**config.mk**
```make
export PLATFORM = sky130hd
export DESIGN_NAME = axis_frame_streamer
export DESIGN_NICKNAME = d
export VERILOG_FILES = /design/src/rtl/axis_stream_pkg.sv /design/src/rtl/axis_skid_fifo2.sv /design/src/rtl/axis_frame_streamer.sv
export SDC_FILE = /design/constraint.sdc
export NUM_CORES = 1
export LEC_CHECK = 0
export CAP_MARGIN = 25
export CORE_MARGIN = 4
export CORE_UTILIZATION = 49
export CTS_CLUSTER_DIAMETER = 40
export DETAILED_ROUTE_END_ITERATION = 10
export GPL_TIMING_DRIVEN = 0
export HOLD_SLACK_MARGIN = 0.03
export PLACE_DENSITY = 0.8
export SLEW_MARGIN = 15
export SYNTH_ARGS = -nofsm -noshare
export SYNTH_HDL_FRONTEND = slang
export SYNTH_SLANG_ARGS = --single-unit
```
**constraint.sdc**
```tcl
create_clock -name clk -period 2.3 [get_ports clk]
set_input_delay 0.23 -clock clk [delete_from_list [all_inputs] [get_ports clk]]
set_output_delay 0.23 -clock clk [all_outputs]
set_load 0.01 [all_outputs]
```
**src/rtl/axis_stream_pkg.sv**
```systemverilog
// Shared types and constants for the AXI-Stream frame source.
package axis_stream_pkg;

    typedef enum logic [1:0] {
        IDLE,
        FETCH,
        DRAIN,
        GAP
    } stream_state_e;

    localparam int MNIST_FRAME_LEN = 784;

endpackage

```
**src/rtl/axis_skid_fifo2.sv**
```systemverilog
// Two-entry FIFO that holds {last, pixel} between the ROM read port and the stream output.
module axis_skid_fifo2 #(
    parameter int W = 9
) (
    input  logic         clk,
    input  logic         rst_n,
    input  logic         push,
    input  logic         pop,
    input  logic [W-1:0] din,
    output logic [W-1:0] dout,
    output logic         full,
    output logic         empty
);

    logic [W-1:0] mem [2];
    logic         wr_ptr;
    logic         rd_ptr;
    logic [1:0]   count;
    logic         do_push;
    logic         do_pop;

    assign do_pop  = pop && (count != 2'd0);
    assign do_push = push && ((count != 2'd2) || do_pop);

    always_ff @(posedge clk) begin
        if (!rst_n) begin
            // NOTE: the two entries are reset so the idle output data reads as zero.
            mem[0] <= '0;
            mem[1] <= '0;
            wr_ptr <= 1'b0;
            rd_ptr <= 1'b0;
            count  <= 2'd0;
        end else begin
            // NOTE: every register update in this block is non-blocking.
            if (do_push) begin
                mem[wr_ptr] <= din;
                wr_ptr      <= ~wr_ptr;
            end
            if (do_pop)
                rd_ptr <= ~rd_ptr;
            count <= count + 2'(do_push) - 2'(do_pop);
        end
    end

    assign dout  = mem[rd_ptr];
    assign full  = (count == 2'd2);
    assign empty = (count == 2'd0);

endmodule

```
**src/rtl/axis_frame_streamer.sv**
```systemverilog
// Streams fixed-length pixel frames from a synchronous ROM onto an AXI-Stream master port,
// with optional inter-frame gap and continuous loop mode.
module axis_frame_streamer
    import axis_stream_pkg::*;
#(
    parameter int TDATA_W    = 32,
    parameter int MEM_W      = 16,
    parameter int PIX_MSB    = 15,
    parameter int PIX_W      = 8,
    parameter int FRAME_LEN  = MNIST_FRAME_LEN,
    parameter int NUM_FRAMES = 1,
    parameter int GAP_CYCLES = 0,
    parameter int ADDR_W     = 10
) (
    input  logic               clk,
    input  logic               rst_n,
    input  logic               start,
    input  logic               loop_en,
    output logic               rom_en,
    output logic [ADDR_W-1:0]  rom_addr,
    input  logic [MEM_W-1:0]   rom_dout,
    output logic               m_axis_tvalid,
    output logic [TDATA_W-1:0] m_axis_tdata,
    output logic               m_axis_tlast,
    input  logic               m_axis_tready,
    output logic               busy,
    output logic               done,
    output logic [15:0]        frame_idx
);

    localparam int PIX_CNT_W = $clog2(FRAME_LEN);
    localparam int GAP_W     = (GAP_CYCLES > 1) ? $clog2(GAP_CYCLES) : 1;
    localparam logic [PIX_CNT_W-1:0] LAST_PIX   = PIX_CNT_W'(FRAME_LEN - 1);
    localparam logic [15:0]          LAST_FRAME = 16'(NUM_FRAMES - 1);
    localparam logic [GAP_W-1:0]     GAP_LAST   = GAP_W'(GAP_CYCLES - 1);

    stream_state_e          state;
    logic [ADDR_W-1:0]      ptr;
    logic [PIX_CNT_W-1:0]   pix_cnt;
    logic [GAP_W-1:0]       gap_cnt;
    logic                   inflight;
    logic                   inflight_last;
    logic                   fifo_full;
    logic                   fifo_empty;
    logic [PIX_W:0]         head;
    logic [1:0]             occ;
    logic                   pop;
    logic                   issue;
    logic                   last_hs;
    logic                   unused_rom_bits;

    assign occ     = fifo_full ? 2'd2 : (fifo_empty ? 2'd0 : 2'd1);
    assign pop     = m_axis_tvalid && m_axis_tready;
    assign last_hs = pop && m_axis_tlast;

    // A read may only issue if its data is guaranteed a FIFO slot when it lands.
    always_comb begin
        // NOTE: default first so no path through this block leaves issue unassigned.
        issue = 1'b0;
        if (state == FETCH)
            issue = ({1'b0, occ} + {2'b0, inflight}) < (3'd2 + {2'b0, pop});
    end

    always_ff @(posedge clk) begin
        if (!rst_n) begin
            state         <= IDLE;
            ptr           <= '0;
            pix_cnt       <= '0;
            gap_cnt       <= '0;
            inflight      <= 1'b0;
            inflight_last <= 1'b0;
            frame_idx     <= '0;
            done          <= 1'b0;
        end else begin
            done     <= 1'b0;
            inflight <= issue;
            if (issue) begin
                inflight_last <= (pix_cnt == LAST_PIX);
                ptr           <= ptr + ADDR_W'(1);
                pix_cnt       <= (pix_cnt == LAST_PIX) ? '0 : pix_cnt + PIX_CNT_W'(1);
            end
            if (last_hs)
                frame_idx <= (frame_idx == LAST_FRAME) ? 16'd0 : frame_idx + 16'd1;

            unique case (state)
                IDLE: begin
                    if (start) begin
                        state     <= FETCH;
                        ptr       <= '0;
                        pix_cnt   <= '0;
                        frame_idx <= '0;
                    end
                end
                FETCH: begin
                    if (issue && (pix_cnt == LAST_PIX))
                        state <= DRAIN;
                end
                DRAIN: begin
                    if (last_hs) begin
                        if ((frame_idx != LAST_FRAME) || loop_en) begin
                            // Loop wrap restarts the address walk at frame 0.
                            if (frame_idx == LAST_FRAME)
                                ptr <= '0;
                            if (GAP_CYCLES > 0) begin
                                state   <= GAP;
                                gap_cnt <= '0;
                            end else begin
                                state <= FETCH;
                            end
                        end else begin
                            state <= IDLE;
                            done  <= 1'b1;
                        end
                    end
                end
                GAP: begin
                    if (gap_cnt == GAP_LAST)
                        state <= FETCH;
                    else
                        gap_cnt <= gap_cnt + GAP_W'(1);
                end
                default: state <= IDLE;
            endcase
        end
    end

    axis_skid_fifo2 #(
        .W (PIX_W + 1)
    ) u_fifo (
        .clk   (clk),
        .rst_n (rst_n),
        .push  (inflight),
        .pop   (pop),
        .din   ({inflight_last, rom_dout[PIX_MSB -: PIX_W]}),
        .dout  (head),
        .full  (fifo_full),
        .empty (fifo_empty)
    );

    // Only the selected slice of the ROM word carries pixel data.
    assign unused_rom_bits = ^rom_dout;

    assign rom_en        = issue;
    assign rom_addr      = ptr;
    assign busy          = (state != IDLE);
    assign m_axis_tvalid = !fifo_empty;
    assign m_axis_tdata  = TDATA_W'(head[PIX_W-1:0]);
    assign m_axis_tlast  = head[PIX_W];

endmodule
```
==> run metrics, run 1 <==
IO Count=84; Overall Power=2990 µW; Hold Buf Count CTS=0; met3 wire length=347 µm; Slew Limit Fails=0; Setup Skew=between 0.006 and 0.007 ns; dpl ws=-0.0682 ns; gr usage total=0.190; final instance count without filler cells=505; pwr dens=a little over 700 mW/mm²; 1st-iter DRT viols=113; Leak=about 0.0016 µW; syn_area_per_cell=between 9 and 10 µm²; max_slew headroom=0.424; Routed WL=6880 µm; fin util=0.651; Setup crit end kind=output pin; vias in the first global route=2672; post-route met1 wirelength=3070 µm; synth-to-layout area growth=28.2%; CTS tree=built; Core Region=0.00639 mm²; WS Path Type=flop to output pin; Synth cell types=45; via count=2677; Hold Crit Class=flop to flop; die area=0.00798 mm²; Pre-antenna DRT Iters=4; Synth top area share=0.290; drt drc=0; clock buffer depth=2; htree depth=3; post-layout minimum cycle time=about 2.1 ns; FF/Latch Area=0.00148 mm²; Synth Instances=337; Max Clk Rate=472 MHz; Avg Vias per Cell=5.30; Root Driver=clkbuf_8; PortBufs=51; CP Max Fanout=10; status=completed; Chip Height=89.4 µm; CP peak stage delay=0.49 ns; Nets=451; Synth Warn #=0; count leader, synth=dfxtp_1; Placer Congestion=0.761; Multi-input gate area=around 0.0015 mm²; CP cell instances=buf_4 > mux2_2 > buf_2 > clkdlybuf4s50_1; Die X=roughly 90 µm; RSZ-0062 raised after global routing=no; worst path required time=2.07 ns; clock buffer count from CTS=9; Worst-path clk slew=0.07 ns; initial antenna violation count=0; Worst-Skew Late Latency=roughly 0.33 ns; Initial Util=0.508; number of nets with antenna violations after routing=0; Max VDD drop=0.474 mV; EDFF count, synth=18; Syn Std Cell Area=0.00324 mm²; global-route wire length before repair=11900 µm; clock sinks=65; max_cap viols=0; main flop type after synthesis=dfxtp_1; final period utilization=0.922; Buf+Inv Stages, Crit Path=3; Yosys top cell by area=dfxtp_1; largest net degree at the start of global routing=19; Seq/Total Area, Yosys=0.457; Inst Count DP=488; post-DP HPWL=4900 µm; startpoint types=flop; Worst path slowest cell=clkdlybuf4s50_1; FILL cells=approximately 530; final hold vios=0; setup violators final=0; wire length on met2=between 3000 and 4000 µm; Setup Total Neg Slack=0 ns; Seq cells post-synth=65; gr ovfl total=0; DR WL/cell=about 14 µm; most frequent cells after synthesis=47 x dfxtp_1, 27 x a21oi_1, 26 x buf_4; critical path's top delay family=buffers and inverters; Top Metal Used=met4; Synth area leaders=dfxtp_1 29%, edfxtp_1 17%, buf_4 6.0%, a21oi_1 4.2%, and2_1 4.1%; Slew @ Worst Pin=0.858 ns; setup ws final=0.179 ns; async set or reset register ratio after synthesis=0; Inserted Diodes=0; CP Data Arrival Time=roughly 1.9 ns; layout cell share with drive strength beyond 1=0.147; row cnt=29
## metal layers
layer	global-route usage	up-vias
met5	0	-
met4	0.0717	0
met3	0.0525	14
met2	0.330	68
met1	0.222	1251
li1	-	1344
## cells in the final DEF, fill, tap and decap left out, types with 10 or more instances in the layout
cell / count
clkdlybuf4s50_1: 50
inv_1: 13
nor2_1: 20
o21ai_0: 15
buf_4: 28
edfxtp_1: 18
a21oi_1: 27
and2_1: 21
nand3_1: 10
nand2_1: 13
or3_1: 13
nand4_1: 11
conb_1: 24
dfxtp_1: 47
## state kept, by name, indices dropped and copies added (netlist names), 2 cells and up, named ones only
signal	cells
state	2
u_fifo.mem	18
frame_idx	16
rom_addr	10
u_fifo.count	2
pix_cnt	10
## kinds of logic (layout without fill, tap and decap cells)
family | after synthesis | in the layout | synth area share
buf+inv | 48 | 116 | 0.0937
xor+xnor | 15 | 15 | 0.0405
mux | 12 | 12 | 0.0405
simple gates | 126 | 126 | 0.226
flops | 65 | 65 | 0.457
compound gates | 63 | 63 | 0.114
other cells | 1 | 24 | 0.00116
fa+ha+maj | 7 | 7 | 0.0270
## report_power, final
group	switching [µW]	internal (µW)
clock network	426	599
logic	330	355
registers	39.5	1240
total	795	2200
## worst register-to-register path: cells and delay by family, from the launching register on
| kind | cells | cell delay [ns] |
|---|---|---|
| buffers and inverters | 2 | 0.42 |
| adder cells (fa/ha/maj) | 1 | 0.15 |
| AO/OA/AOI/OAI | 1 | 0.48 |
| AND/OR/NAND/NOR | 3 | 0.53 |
| flip-flops | 1 | 0.34 |
## cell type report
class | instances | share of cell area
clock inverters | 7 | 0.0205
multi-input cells | 247 | 0.372
plain buffers | 34 | 0.0602
repair buffers | 53 | 0.126
inverters | 13 | 0.0117
clock buffers | 9 | 0.0298
flip-flops and latches | 65 | 0.356
well taps | 77 | 0.0232
## final timing paths
path                            slack [ns]      endpoint    startpoint  cells after the start
worst max-delay path                  0.18  m_axis_tlast          flop                      4
worst min-delay path                  0.48   rom_addr[9]   rom_addr[9]                      2
worst max register to register        0.28  frame_idx[3]  frame_idx[0]                      7
worst min register to register        0.48   rom_addr[9]   rom_addr[9]                      2
## through the flow
stage | cell area [µm²] | hold slack (ns)
after floorplan | 3330 | 0.307
after global placement | 3940 | 0.447
after detailed placement | 3940 | 0.466
after CTS | 4160 | 0.482
after global routing | 4160 | 0.508
final | 4160 | 0.484
## timing repair
item,CTS,global route
hold endpoints to repair,0,0
buffers inserted,2,0
resized for setup,2,0
setup endpoints to repair,1,0
No activity file was read; power rests on OpenSTA's default activity.
==> inputs of run 2 (changes only) <==
Settings changed: PLACE_DENSITY 0.8 to not set, PLACE_DENSITY_LB_ADDON set to 0.25, SETUP_SLACK_MARGIN set to 0.4.
==> run metrics, run 2 (synthesis gave the netlist of run 1 again) <==
top flop regs=u_fifo.mem: 18 flops, frame_idx: 16 flops; Largest register FFs=18 (unchanged); Inserted Diodes=0 (unchanged); Worst-Skew Late Latency=0.34 ns (about the same); Routed WL=7210 µm (+4.8%); Die X=89.4 µm (unchanged); Pre-antenna DRT Iters=4 (unchanged); Core Region=0.00639 mm² (unchanged); Multi-input gate area=0.00168 mm² (+8.4%); final hold vios=0 (unchanged); Worst-path clk slew=0.07 ns (about the same); startpoint types=flop; DR WL/cell=14.0 µm (+2.7%); Root Driver=clkbuf_8; Inst Count DP=488 (unchanged); post-layout minimum cycle time=2.04 ns (-0.0772 ns); FILL cells=523 (-2.1%); htree depth=3 (unchanged); clock buffer count from CTS=9 (unchanged); 1st-iter DRT viols=107 (-5.3%); gr usage total=0.185 (-0.00456); post-DP HPWL=4780 µm (-2.6%); Nets=461 (+2.2%); commonest non-fill, non-tap cell in the layout=dfxtp_1; gr ovfl total=0 (unchanged); dpl ws=-0.0653 ns (+0.00289 ns); global-route wire length before repair=11500 µm (-3.0%); die area=0.00798 mm² (unchanged); Biggest register=u_fifo.mem; pwr dens=712 mW/mm² (-1.1%); number of nets with antenna violations after routing=0 (unchanged); FF/Latch Area=0.00148 mm² (about the same); PortBufs=51 (unchanged); Avg Vias per Cell=5.32 (+0.37%); via count=2740 (+2.4%); fin util=0.692 (+0.0411); CP Max Fanout=4 (-6); Leak=0.00175 µW (+11%); Placer Congestion=0.790 (+3.8%); synth-to-layout area growth=36.3%; largest net degree at the start of global routing=12 (-7); max_slew headroom=0.472 (+0.0483); final instance count without filler cells=515 (+2.0%); commonest non-fill, non-tap cells in the layout=46 x dfxtp_1, 42 x clkdlybuf4s50_1, 35 x buf_4; max_cap viols=0 (unchanged); Hold Buf Count CTS=0 (unchanged); final period utilization=0.888 (-0.0336); status=completed; drt drc=0 (unchanged); CTS tree=built; Max Clk Rate=489 MHz (+3.8%); setup violators final=0 (unchanged); initial antenna violation count=0 (unchanged); Max VDD drop=0.446 mV (-5.9%); Slew @ Worst Pin=0.785 ns (-0.0727 ns); Setup crit end kind=output pin; clock buffer depth=2 (unchanged); worst path required time=2.07 ns (about the same); IO Count=84 (unchanged); Hold Crit Class=flop to flop; row cnt=29 (unchanged); RSZ-0062 raised after global routing=yes; CP Data Arrival Time=1.81 ns (-0.08 ns); vias in the first global route=2586 (-3.2%); layout cell share with drive strength beyond 1=0.226 (+0.0788); Slew Limit Fails=0 (unchanged); Setup Skew=0.00901 ns (+0.00301 ns); clock sinks=65 (unchanged); Initial Util=0.508 (unchanged); WS Path Type=flop to output pin; setup ws final=0.257 ns (+0.0772 ns); Chip Height=89.4 µm (unchanged)
## run 2: cell types whose count changed in the layout (fill, tap and decap cells not counted), moves of 5 or more
cell | previous run | this run
a21oi_1 | 27 | 18
a21oi_2 | 0 | 9
clkdlybuf4s50_1 | 50 | 42
buf_4 | 28 | 35
dlymetal6s2s_1 | 0 | 6
o21ai_0 | 15 | 10
## run 2: critical path: stages (launching register included)
cell	delay, ns
dfxtp_2	0.32
buf_6	0.11
clkbuf_1	0.08
ha_1	0.30
nor2b_2	0.15
o211ai_2	0.13
buf_6	0.15
buf_8	0.11
inv_2	0.04
buf_6	0.09
## run 2: per-stage QoR
stage | instance area (µm²) | hold WS, ns | setup TNS, ns | power [µW]
global route | 4420 | 0.508 | 0 | 3290
finish | 4420 | 0.472 | 0 | 3150
CTS | 4240 | 0.473 | 0 | 3130
detailed placement | 3940 | 0.456 | -0.0653 | 1990
floorplan | 3330 | 0.307 | 0 | 1760
global placement | 3940 | 0.448 | -3.18 | 1980
## run 2: worst paths after layout
kind	from	endpoint	slack [ns]	cells past startpoint
hold reg to reg	gap_cnt	gap_cnt	0.47	2
hold / removal	gap_cnt	gap_cnt	0.47	2
setup / recovery	u_fifo.count[0]	rom_en	0.26	9
setup reg to reg	u_fifo.count[0]	rom_addr[8]	0.31	10
## run 2: repair_timing
| item | in CTS | in global routing |
|---|---|---|
| buffers inserted | 7 | 4 |
| setup endpoints to repair | 33 | 78 |
| pin swaps | 4 | 9 |
| gates resized for setup | 19 | 40 |
| hold endpoints to repair | 0 | 0 |
## run 2: routing by layer
| layer | track usage | wire length (µm) |
|---|---|---|
| met1 | 0.222 | 3090 |
| met2 | 0.324 | 3610 |
| met5 | 0 | 0 |
| met3 | 0.0359 | 357 |
| met4 | 0.0758 | 159 |
## run 2: where the power goes
part / total, µW / switching (µW) / leakage [µW] / internal [µW]
Combinational: 801 / 382 / 0.00107 / 420
Clock: 1060 / 424 / 0.000106 / 634
Sequential: 1290 / 42.3 / 0.000568 / 1240
## run 2: cell type report
cell class,count,area share
multi-input cells,247,0.379
flip-flops and latches,65,0.336
repair buffers,62,0.142
plain buffers,35,0.0623
clock buffers,12,0.0328
well taps,77,0.0218
clock inverters,4,0.0153
inverters,13,0.0110
